**src/rtl/alu_arbiter_pkg.sv**
```systemverilog
// Shared types and constants for the two-port ALU arbiter.
// Opcodes, FSM states and the registered control/flag bundles.
package alu_arbiter_pkg;

    localparam int REG_MSB = 31;

    localparam logic [2:0] ADD_ALU = 3'd0;
    localparam logic [2:0] SUB_ALU = 3'd1;
    localparam logic [2:0] OR_ALU  = 3'd2;
    localparam logic [2:0] AND_ALU = 3'd3;
    localparam logic [2:0] NOT_ALU = 3'd4;
    localparam logic [2:0] XOR_ALU = 3'd5;

    typedef enum logic [1:0] {
        ARB_IDLE = 2'd0,
        ARB_EXEC = 2'd1,
        ARB_RESP = 2'd2
    } arb_state_e;

    typedef struct packed {
        logic       port;
        logic [2:0] operation;
    } op_ctl_t;

    typedef struct packed {
        logic c;
        logic z;
        logic n;
        logic v;
    } flags_t;

    function automatic logic op_legal(input logic [2:0] op);
        return op <= XOR_ALU;
    endfunction

    // Only arithmetic ops produce meaningful carry/overflow.
    function automatic logic op_arith(input logic [2:0] op);
        return (op == ADD_ALU) || (op == SUB_ALU);
    endfunction

endpackage

```
**src/rtl/alu_arbiter_if.sv**
```systemverilog
// Per-port request/response channel between a requester and the arbiter.
// master = requester side, slave = arbiter side.
interface alu_arbiter_if #(
    parameter int REG_W = 32
);
    logic             req_valid;
    logic             req_ready;
    logic [REG_W-1:0] req_op1;
    logic [REG_W-1:0] req_op2;
    logic [2:0]       req_operation;

    logic             rsp_valid;
    logic             rsp_ready;
    logic [REG_W-1:0] rsp_res;
    logic [3:0]       rsp_flags;
    logic             rsp_err;

    modport master (
        output req_valid,
        output req_op1,
        output req_op2,
        output req_operation,
        output rsp_ready,
        input  req_ready,
        input  rsp_valid,
        input  rsp_res,
        input  rsp_flags,
        input  rsp_err
    );

    modport slave (
        input  req_valid,
        input  req_op1,
        input  req_op2,
        input  req_operation,
        input  rsp_ready,
        output req_ready,
        output rsp_valid,
        output rsp_res,
        output rsp_flags,
        output rsp_err
    );

endinterface

```
**src/rtl/alu_rr_pick.sv**
```systemverilog
// Two-way round-robin picker; on a tie the port that did not win last time
// is chosen. Purely combinational.
module alu_rr_pick (
    input  logic [1:0] valid,
    input  logic       last_grant,
    output logic       grant,
    output logic       any
);

    always_comb begin
        any   = |valid;
        grant = ~last_grant;
        unique case (valid)
            2'b01:   grant = 1'b0;
            2'b10:   grant = 1'b1;
            2'b11:   grant = ~last_grant;
            default: grant = ~last_grant;
        endcase
    end

endmodule

```
**src/rtl/alu_arbiter.sv**
```systemverilog
// Shares one combinational ALU between two requesters with round-robin grants.
// Operands are registered before the ALU and results after it; one op in flight.
module alu_arbiter
    import alu_arbiter_pkg::*;
#(
    parameter int REG_W = REG_MSB + 1
) (
    input  logic             clk,
    input  logic             reset,

    alu_arbiter_if.slave     p0,
    alu_arbiter_if.slave     p1,

    output logic [REG_W-1:0] alu_op1,
    output logic [REG_W-1:0] alu_op2,
    output logic [2:0]       alu_operation,
    output logic             alu_enable,
    output logic             alu_reset,
    input  logic [REG_W-1:0] alu_res,
    input  logic             alu_C,
    input  logic             alu_Z,
    input  logic             alu_N,
    input  logic             alu_V
);

    arb_state_e       state;
    arb_state_e       state_nx;
    logic             last_grant;

    logic [REG_W-1:0] op1_q;
    logic [REG_W-1:0] op2_q;
    op_ctl_t          ctl_q;

    logic [REG_W-1:0] res_q;
    flags_t           flags_q;
    logic             err_q;

    logic             grant;
    logic             any;
    logic             accept;
    logic             done;
    logic             legal;
    logic             arith;
    logic             rsp_rdy_sel;
    logic [1:0]       rsp_v;

    alu_rr_pick u_pick (
        .valid      ({p1.req_valid, p0.req_valid}),
        .last_grant (last_grant),
        .grant      (grant),
        .any        (any)
    );

    assign legal       = op_legal(ctl_q.operation);
    assign arith       = op_arith(ctl_q.operation);
    assign rsp_rdy_sel = ctl_q.port ? p1.rsp_ready : p0.rsp_ready;

    always_comb begin
        state_nx = state;
        accept   = 1'b0;
        done     = 1'b0;
        unique case (state)
            ARB_IDLE: begin
                if (any) begin
                    accept   = 1'b1;
                    state_nx = ARB_EXEC;
                end
            end
            ARB_EXEC: begin
                state_nx = ARB_RESP;
            end
            ARB_RESP: begin
                if (rsp_rdy_sel) begin
                    done     = 1'b1;
                    state_nx = ARB_IDLE;
                end
            end
            default: begin
                state_nx = ARB_IDLE;
            end
        endcase
    end

    always_ff @(posedge clk) begin
        if (reset) begin
            state      <= ARB_IDLE;
            last_grant <= 1'b1;
            op1_q      <= '0;
            op2_q      <= '0;
            ctl_q      <= '0;
            res_q      <= '0;
            flags_q    <= '0;
            err_q      <= 1'b0;
        end else begin
            state <= state_nx;
            if (accept) begin
                op1_q           <= grant ? p1.req_op1 : p0.req_op1;
                op2_q           <= grant ? p1.req_op2 : p0.req_op2;
                ctl_q.port      <= grant;
                ctl_q.operation <= grant ? p1.req_operation
                                         : p0.req_operation;
            end
            // Stale carry/overflow from the ALU is masked for logic ops.
            if (state == ARB_EXEC) begin
                if (legal) begin
                    res_q     <= alu_res;
                    flags_q.c <= arith & alu_C;
                    flags_q.z <= alu_Z;
                    flags_q.n <= alu_N;
                    flags_q.v <= arith & alu_V;
                    err_q     <= 1'b0;
                end else begin
                    res_q   <= '0;
                    flags_q <= '0;
                    err_q   <= 1'b1;
                end
            end
            if (done) begin
                last_grant <= ctl_q.port;
            end
        end
    end

    assign rsp_v[0] = (state == ARB_RESP) & ~ctl_q.port;
    assign rsp_v[1] = (state == ARB_RESP) &  ctl_q.port;

    assign p0.req_ready = (state == ARB_IDLE) & ~reset & ~grant;
    assign p1.req_ready = (state == ARB_IDLE) & ~reset &  grant;

    assign p0.rsp_valid = rsp_v[0];
    assign p0.rsp_res   = rsp_v[0] ? res_q : '0;
    assign p0.rsp_flags = rsp_v[0] ? flags_q : 4'b0000;
    assign p0.rsp_err   = rsp_v[0] & err_q;

    assign p1.rsp_valid = rsp_v[1];
    assign p1.rsp_res   = rsp_v[1] ? res_q : '0;
    assign p1.rsp_flags = rsp_v[1] ? flags_q : 4'b0000;
    assign p1.rsp_err   = rsp_v[1] & err_q;

    assign alu_op1       = op1_q;
    assign alu_op2       = op2_q;
    assign alu_operation = ctl_q.operation;
    assign alu_enable    = (state == ARB_EXEC) & legal;
    assign alu_reset     = reset;

endmodule

```
**src/flat_wrapper.sv**
```systemverilog
// flat-port wrapper written by rule: the top's interface ports become plain ports
module alu_arbiter_flat import alu_arbiter_pkg::*;
#(
    parameter int REG_W = REG_MSB + 1
)
  (clk, reset, alu_op1, alu_op2, alu_operation, alu_enable, alu_reset, alu_res, alu_C, alu_Z, alu_N, alu_V, p0_req_valid, p0_req_op1, p0_req_op2, p0_req_operation, p0_rsp_ready, p0_req_ready, p0_rsp_valid, p0_rsp_res, p0_rsp_flags, p0_rsp_err, p1_req_valid, p1_req_op1, p1_req_op2, p1_req_operation, p1_rsp_ready, p1_req_ready, p1_rsp_valid, p1_rsp_res, p1_rsp_flags, p1_rsp_err);
  alu_arbiter_if #(.REG_W(REG_W)) p0_i ();
  alu_arbiter_if #(.REG_W(REG_W)) p1_i ();
  input  logic clk;
  input  logic reset;
  output logic [REG_W-1:0] alu_op1;
  output logic [REG_W-1:0] alu_op2;
  output logic [2:0] alu_operation;
  output logic alu_enable;
  output logic alu_reset;
  input  logic [REG_W-1:0] alu_res;
  input  logic alu_C;
  input  logic alu_Z;
  input  logic alu_N;
  input  logic alu_V;
  input wire logic [$bits(p0_i.req_valid)-1:0] p0_req_valid;
  input wire logic [$bits(p0_i.req_op1)-1:0] p0_req_op1;
  input wire logic [$bits(p0_i.req_op2)-1:0] p0_req_op2;
  input wire logic [$bits(p0_i.req_operation)-1:0] p0_req_operation;
  input wire logic [$bits(p0_i.rsp_ready)-1:0] p0_rsp_ready;
  output wire logic [$bits(p0_i.req_ready)-1:0] p0_req_ready;
  output wire logic [$bits(p0_i.rsp_valid)-1:0] p0_rsp_valid;
  output wire logic [$bits(p0_i.rsp_res)-1:0] p0_rsp_res;
  output wire logic [$bits(p0_i.rsp_flags)-1:0] p0_rsp_flags;
  output wire logic [$bits(p0_i.rsp_err)-1:0] p0_rsp_err;
  input wire logic [$bits(p1_i.req_valid)-1:0] p1_req_valid;
  input wire logic [$bits(p1_i.req_op1)-1:0] p1_req_op1;
  input wire logic [$bits(p1_i.req_op2)-1:0] p1_req_op2;
  input wire logic [$bits(p1_i.req_operation)-1:0] p1_req_operation;
  input wire logic [$bits(p1_i.rsp_ready)-1:0] p1_rsp_ready;
  output wire logic [$bits(p1_i.req_ready)-1:0] p1_req_ready;
  output wire logic [$bits(p1_i.rsp_valid)-1:0] p1_rsp_valid;
  output wire logic [$bits(p1_i.rsp_res)-1:0] p1_rsp_res;
  output wire logic [$bits(p1_i.rsp_flags)-1:0] p1_rsp_flags;
  output wire logic [$bits(p1_i.rsp_err)-1:0] p1_rsp_err;
  assign p0_i.req_valid = p0_req_valid;
  assign p0_i.req_op1 = p0_req_op1;
  assign p0_i.req_op2 = p0_req_op2;
  assign p0_i.req_operation = p0_req_operation;
  assign p0_i.rsp_ready = p0_rsp_ready;
  assign p0_req_ready = p0_i.req_ready;
  assign p0_rsp_valid = p0_i.rsp_valid;
  assign p0_rsp_res = p0_i.rsp_res;
  assign p0_rsp_flags = p0_i.rsp_flags;
  assign p0_rsp_err = p0_i.rsp_err;
  assign p1_i.req_valid = p1_req_valid;
  assign p1_i.req_op1 = p1_req_op1;
  assign p1_i.req_op2 = p1_req_op2;
  assign p1_i.req_operation = p1_req_operation;
  assign p1_i.rsp_ready = p1_rsp_ready;
  assign p1_req_ready = p1_i.req_ready;
  assign p1_rsp_valid = p1_i.rsp_valid;
  assign p1_rsp_res = p1_i.rsp_res;
  assign p1_rsp_flags = p1_i.rsp_flags;
  assign p1_rsp_err = p1_i.rsp_err;
  alu_arbiter #(.REG_W(REG_W)) u_core (.clk(clk), .reset(reset), .p0(p0_i), .p1(p1_i), .alu_op1(alu_op1), .alu_op2(alu_op2), .alu_operation(alu_operation), .alu_enable(alu_enable), .alu_reset(alu_reset), .alu_res(alu_res), .alu_C(alu_C), .alu_Z(alu_Z), .alu_N(alu_N), .alu_V(alu_V));
endmodule
```
**config.mk**
```make
export PLATFORM = sky130hd
export DESIGN_NAME = alu_arbiter_flat
export DESIGN_NICKNAME = d
export VERILOG_FILES = /design/src/rtl/alu_arbiter_pkg.sv /design/src/rtl/alu_arbiter_if.sv /design/src/rtl/alu_rr_pick.sv /design/src/rtl/alu_arbiter.sv /design/src/flat_wrapper.sv
export SDC_FILE = /design/constraint.sdc
export NUM_CORES = 1
export LEC_CHECK = 0
export CORE_AREA = 2 2 126 128
export DETAILED_ROUTE_END_ITERATION = 12
export DIE_AREA = 0 0 128 130
export PLACE_DENSITY_LB_ADDON = 0.2
export SKIP_LAST_GASP = 1
export SLEW_MARGIN = 20
export SYNTH_ARGS = -nofsm -noshare
export SYNTH_HDL_FRONTEND = slang
export SYNTH_SLANG_ARGS = --single-unit
```
**constraint.sdc**
```tcl
create_clock -name clk -period 3 [get_ports clk]
set_input_delay 0.45 -clock clk [delete_from_list [all_inputs] [get_ports clk]]
set_output_delay 0.45 -clock clk [all_outputs]
set_load 0.05 [all_outputs]
```
# == Yosys cells after proc, flatten, opt, wreduce, memory -nomap -nowiden ==
# Index checks and enable logic that the tools add are counted.
# Widths: inputs -> output; s select.
# totals
romBits,0
latch_bits,0
ram_bits,0
ff_bits,108
memories,0
input_bits,176
wordCells,58
out_inout_bits,147
# classes
multipliers,0
n_shift,0
muxes,19
order_cmp,1
div_mod_pow,0
n_reduce_logical,5
bitwise,14
add_sub_neg,0
eq_ne,7
# op_table
op,n
$mux 32,5
$mux 4,3
$and 1x1->1,10
$mux 1,6
$pmux 2 s3,1
$eq 2x1->1 const B,2
$eq 2x2->1 const B,2
$mux 2,2
$ne 2x1->1 const B,2
$not 1->1,4
$eq 3x1->1 const B,1
$le 3x3->1 const B,1
$logic_not 3->1,1
$mux 3,1
$logic_not 2->1,1
$pmux 1 s2,1
$reduce_and 2->1,1
$reduce_or 2->1,1
$logic_or 1x1->1,1

# == Longest topological paths before layout ==
# logic_depth
ltp_word,4
mapped_depth,8
ltp_nobuf,5

# == Modules after synthesis ==
# From an unflattened synthesis, not the netlist that was laid out.
# hier_totals
cells_unflattened,508
hier_area_um2,5197.5
# by_module_without_submodules
mod,seq_area_each_um2,area_per_inst_um2,cells_each,n_inst
alu_arbiter,2162.1,5152.4,501,1
alu_rr_pick,0.0,45.0,7,1

# == Worst setup path before layout ==
# Ideal clock, no wire load.
# synth_timing
kind,input to output
from,input port p1_req_valid
to,output port p0_req_ready
t_required_ps,2550
cell_stages,6
path_buffers,1
path_slack_ps,-421
t_arrival_ps,2971
cell_sequence,inv_1 -> ha_1 -> and2_2 -> buf_4 -> nor2_1 -> nor4b_1
# synth_between
elab_chain_cells,4
elab_cells_between_ends,5
cone_classes,eq/ne: 2; mux: 1; bitwise: 2
# synth_rtl
item,line,rtl
"start, declared",flat_wrapper.sv:31,input wire logic [$bits(p1_i.req_valid)-1:0] p1_req_valid;
$eq 2x2->1 / $eq 2x1->1 (equally long branches),alu_rr_pick.sv:13,unique case (valid)
$pmux 1 s2 *,alu_rr_pick.sv:13,
$not 1->1 *,alu_arbiter.sv:127,assign p0.req_ready = (state == ARB_IDLE) & ~reset & ~grant;
$and 1x1->1 *,alu_arbiter.sv:127,
"end, declared",flat_wrapper.sv:26,output wire logic [$bits(p0_i.req_ready)-1:0] p0_req_ready;
# Mark *: on every way between the ends. The rest lies on a longest branch, timed or not.

# == Final worst setup path ==
# Same ends and word-level chain as after synthesis.

==> results.tsv <==
stage	metric	value	unit
floorplanning	FP Rows	46	
timing	setup ws final	0.200	ns
timing	max-slew violation count	0	
cells_and_area	Total Nets Final	1118	
timing	setup TNS	0	ns
floorplanning	IO Pins	323	
clock_network	CTS Buffer Depth	2	
timing	Clock Skews	0.00815	ns
run_status	outcome	finished, final reports clean	
cells_and_area	P&R area growth vs syn	69.9	%
placed_design	I/O Buffers	322	
clock_network	CTS root buf	clkbuf_16	
critical_path	Data arrival, critical path	2.35	ns
global_routing	first-pass GRT wire length	30000	µm
placed_design	Inst Count DP	1121	
placed_design	Post-Place Setup Slack	0.223	ns
clock_network	post-CTS resize count	0	
power_and_ir_drop	leakage	3.53	nW
placed_design	gpl congestion	0.796	
cells_and_area	diode count	0	
drt	met2 WL	9160	µm
timing	max_slew headroom	51.4	%
critical_path	worst reg2reg setup slack	1.25	ns
yosys	Synth area leaders	dfxtp_1 40%, nand3_1 9.4%, and2_1 8.5%, a311oi_2 8.2%, o21ai_0 6.0%	
timing	period utilisation layout	93.3	%
global_routing	pin count of the biggest net entering global routing	68	
critical_path	Critical Path RT	2.55	ns
yosys	Post-synth top flop	dfxtp_1	
drt	Routed WL	19500	µm
clock_network	clk slew on worst S/H paths	0.06	ns
critical_path	Critical Path End Type	output port	
global_routing	GRT Residual Overflow	0	
clock_network	Sink Count	108	
yosys	Mapped Nets	849	
clock_network	post-CTS setup buffers	0	
yosys	sequential share of the synthesized area	39.6	%
timing	Final Hold Vio Count	0	
timing	# setup viols final	0	
drt	via count	5927	
yosys	area share of the largest cell type after synthesis	39.6	%
clock_network	worst skew pair latency	0.35	ns
drt	WL met3	1300	µm
clock_network	Num CTS Buffers	9	
cells_and_area	FF+latch area	2160	µm²
cells_and_area	multi-input logic area	2870	µm²
drt	Final ANT Viol Nets	0	
yosys	Commonest cells post-synth	108 x dfxtp_1, 103 x nand3_1, 74 x and2_1	
hold_path	Hold Path Depth	2	
drt	Max Used Layer	met4	
drt	TritonRoute pass-1 iters	4	
critical_path	Worst R2R Path Depth	4	
yosys	Post-Syn Instances	671	
power_and_ir_drop	PwrDens	481	nW/µm²
yosys	Synth Register Bits	108	
drt	Routed WL per cell	17.1	µm
timing	final critical-path required period	2.80	ns
cells_and_area	# fillers	1431	
critical_path	critical path class	input pin to output port	
floorplanning	CORE AREA	15400	µm²
run	max-cap violations	0	
global_routing	initial antenna violation count	0	
floorplanning	die area	16600	µm²
drt	M1 wire length	8380	µm
yosys	EDFF count, synth	0	
cells_and_area	Finished Cell Area	9280	µm²
clock_network	hold_buf cts	0	
floorplanning	starting density of the core	35.4	%
yosys	syn avg cell area	8.14	µm²
yosys	count leader, synth	dfxtp_1	
yosys	Ys Warns	0	
drt	Via density	5.22	
clock_network	CTS H-tree depth	3	
global_routing	vias in the first global route	5453	
floorplanning	die height	130	µm
power_and_ir_drop	Peak VDD IR	0.300	mV
critical_path	critical path launch point type	input pin	
yosys	Cell Area, Synth	5460	µm²
drt	DRC Markers	0	
floorplanning	die width	128	µm
drt	DRT iter0 DRCs	440	
cells_and_area	layout cells sized above 1	15.7	%
yosys	Post-synth ARST share	0	%
yosys	synth unique cells	31	
hold_path	worst min-delay path category	flip-flop to flip-flop	
placed_design	Post-DP Area	8980	µm²
timing	RSZ-0062 raised after global routing	no	
timing	Worst Tran Pin Value	0.729	ns
placed_design	hpwl dp	13500	µm
global_routing	Tot GR Track Use	22.8	%
critical_path	CP max FO	4	
yosys	Yosys top cell by area	dfxtp_1	
clock_network	CTS tree	done	
cells_and_area	final core utilization	60.2	%
cells_and_area	Finished Layout Cells	1136	
timing	Fmax	0.357	GHz
## state kept, by name, indices dropped and copies added (netlist names)
| register | flops |
|---|---|
| u_core.alu_operation | 3 |
| u_core.last_grant | 1 |
| u_core.flags_q | 4 |
| u_core.state | 2 |
| u_core.res_q | 32 |
| u_core.ctl_q | 1 |
| u_core.alu_op1 | 32 |
| u_core.alu_op2 | 32 |
| u_core.err_q | 1 |
## power by group
part           switching (mW)  leakage, nW  internal [mW]  total (mW)
logic                   0.907         2.48          0.630        1.54
clock network           0.525        0.149          0.713        1.24
registers              0.0966        0.892           1.59        1.69
## logic make-up (layout without fill, tap and decap cells)
logic type | count (synthesis) | count (layout) | share of synthesized area (%)
compound gates | 177 | 177 | 24.5
fa+ha+maj | 2 | 2 | 0.458
buf+inv | 84 | 357 | 8.45
flops | 108 | 108 | 39.6
simple gates | 300 | 300 | 27.0
## path summary, 6_finish.rpt
check,startpoint,endpoint
setup reg to reg,u_core.state[1],u_core.alu_op2[13]
setup / recovery,p1_req_valid,p0_req_ready
hold / removal,u_core.res_q[7],u_core.res_q[7]
hold reg to reg,u_core.res_q[7],u_core.res_q[7]
## cell type report
| class | count | area share (%) |
|---|---|---|
| inverters | 4 | 0.162 |
| repair buffers | 338 | 39.8 |
| multi-input cells | 479 | 30.9 |
| well taps | 192 | 2.59 |
| clock buffers | 14 | 2.95 |
| clock inverters | 1 | 0.323 |
| flip-flops and latches | 108 | 23.3 |
## layer usage
layer / GRT usage [%] / up-vias
met5: 0 / -
met4: 9.95 / 0
met3: 5.78 / 34
met2: 37.2 / 235
met1: 28.6 / 2746
li1: - / 2912
## critical path: stages
cell             delay (ns)
clkdlybuf4s50_1        0.49
inv_1                  0.05
ha_1                   0.37
and2_2                 0.23
nor2_1                 0.20
nor4b_2                0.28
buf_4                  0.26
## per-stage QoR
step | hold slack [ns] | power [mW]
6_report | 0.458 | 4.46
5_1_grt | 0.487 | 4.67
4_1_cts | 0.460 | 4.51
3_5_place_dp | 0.450 | 3.26
3_3_place_gp | 0.445 | 3.25
2_1_floorplan | 0.436 | 2.67
## cells in the final DEF, fill, tap and decap left out, types with 2 or more instances in the layout
cell and n:
clkbuf_16 9, inv_1 4, ha_1 2, nand2_1 38, dfxtp_1 108, clkbuf_8 3
nand2b_1 2, a311oi_1 37, o21ai_0 65, buf_12 44, and2_1 74, o21ai_1 3
buf_4 52, a21oi_1 39, nand3_1 103, nor2_1 72, clkdlybuf4s50_1 242, clkbuf_1 2
a311oi_2 30
No activity file was read; power rests on OpenSTA's default activity.
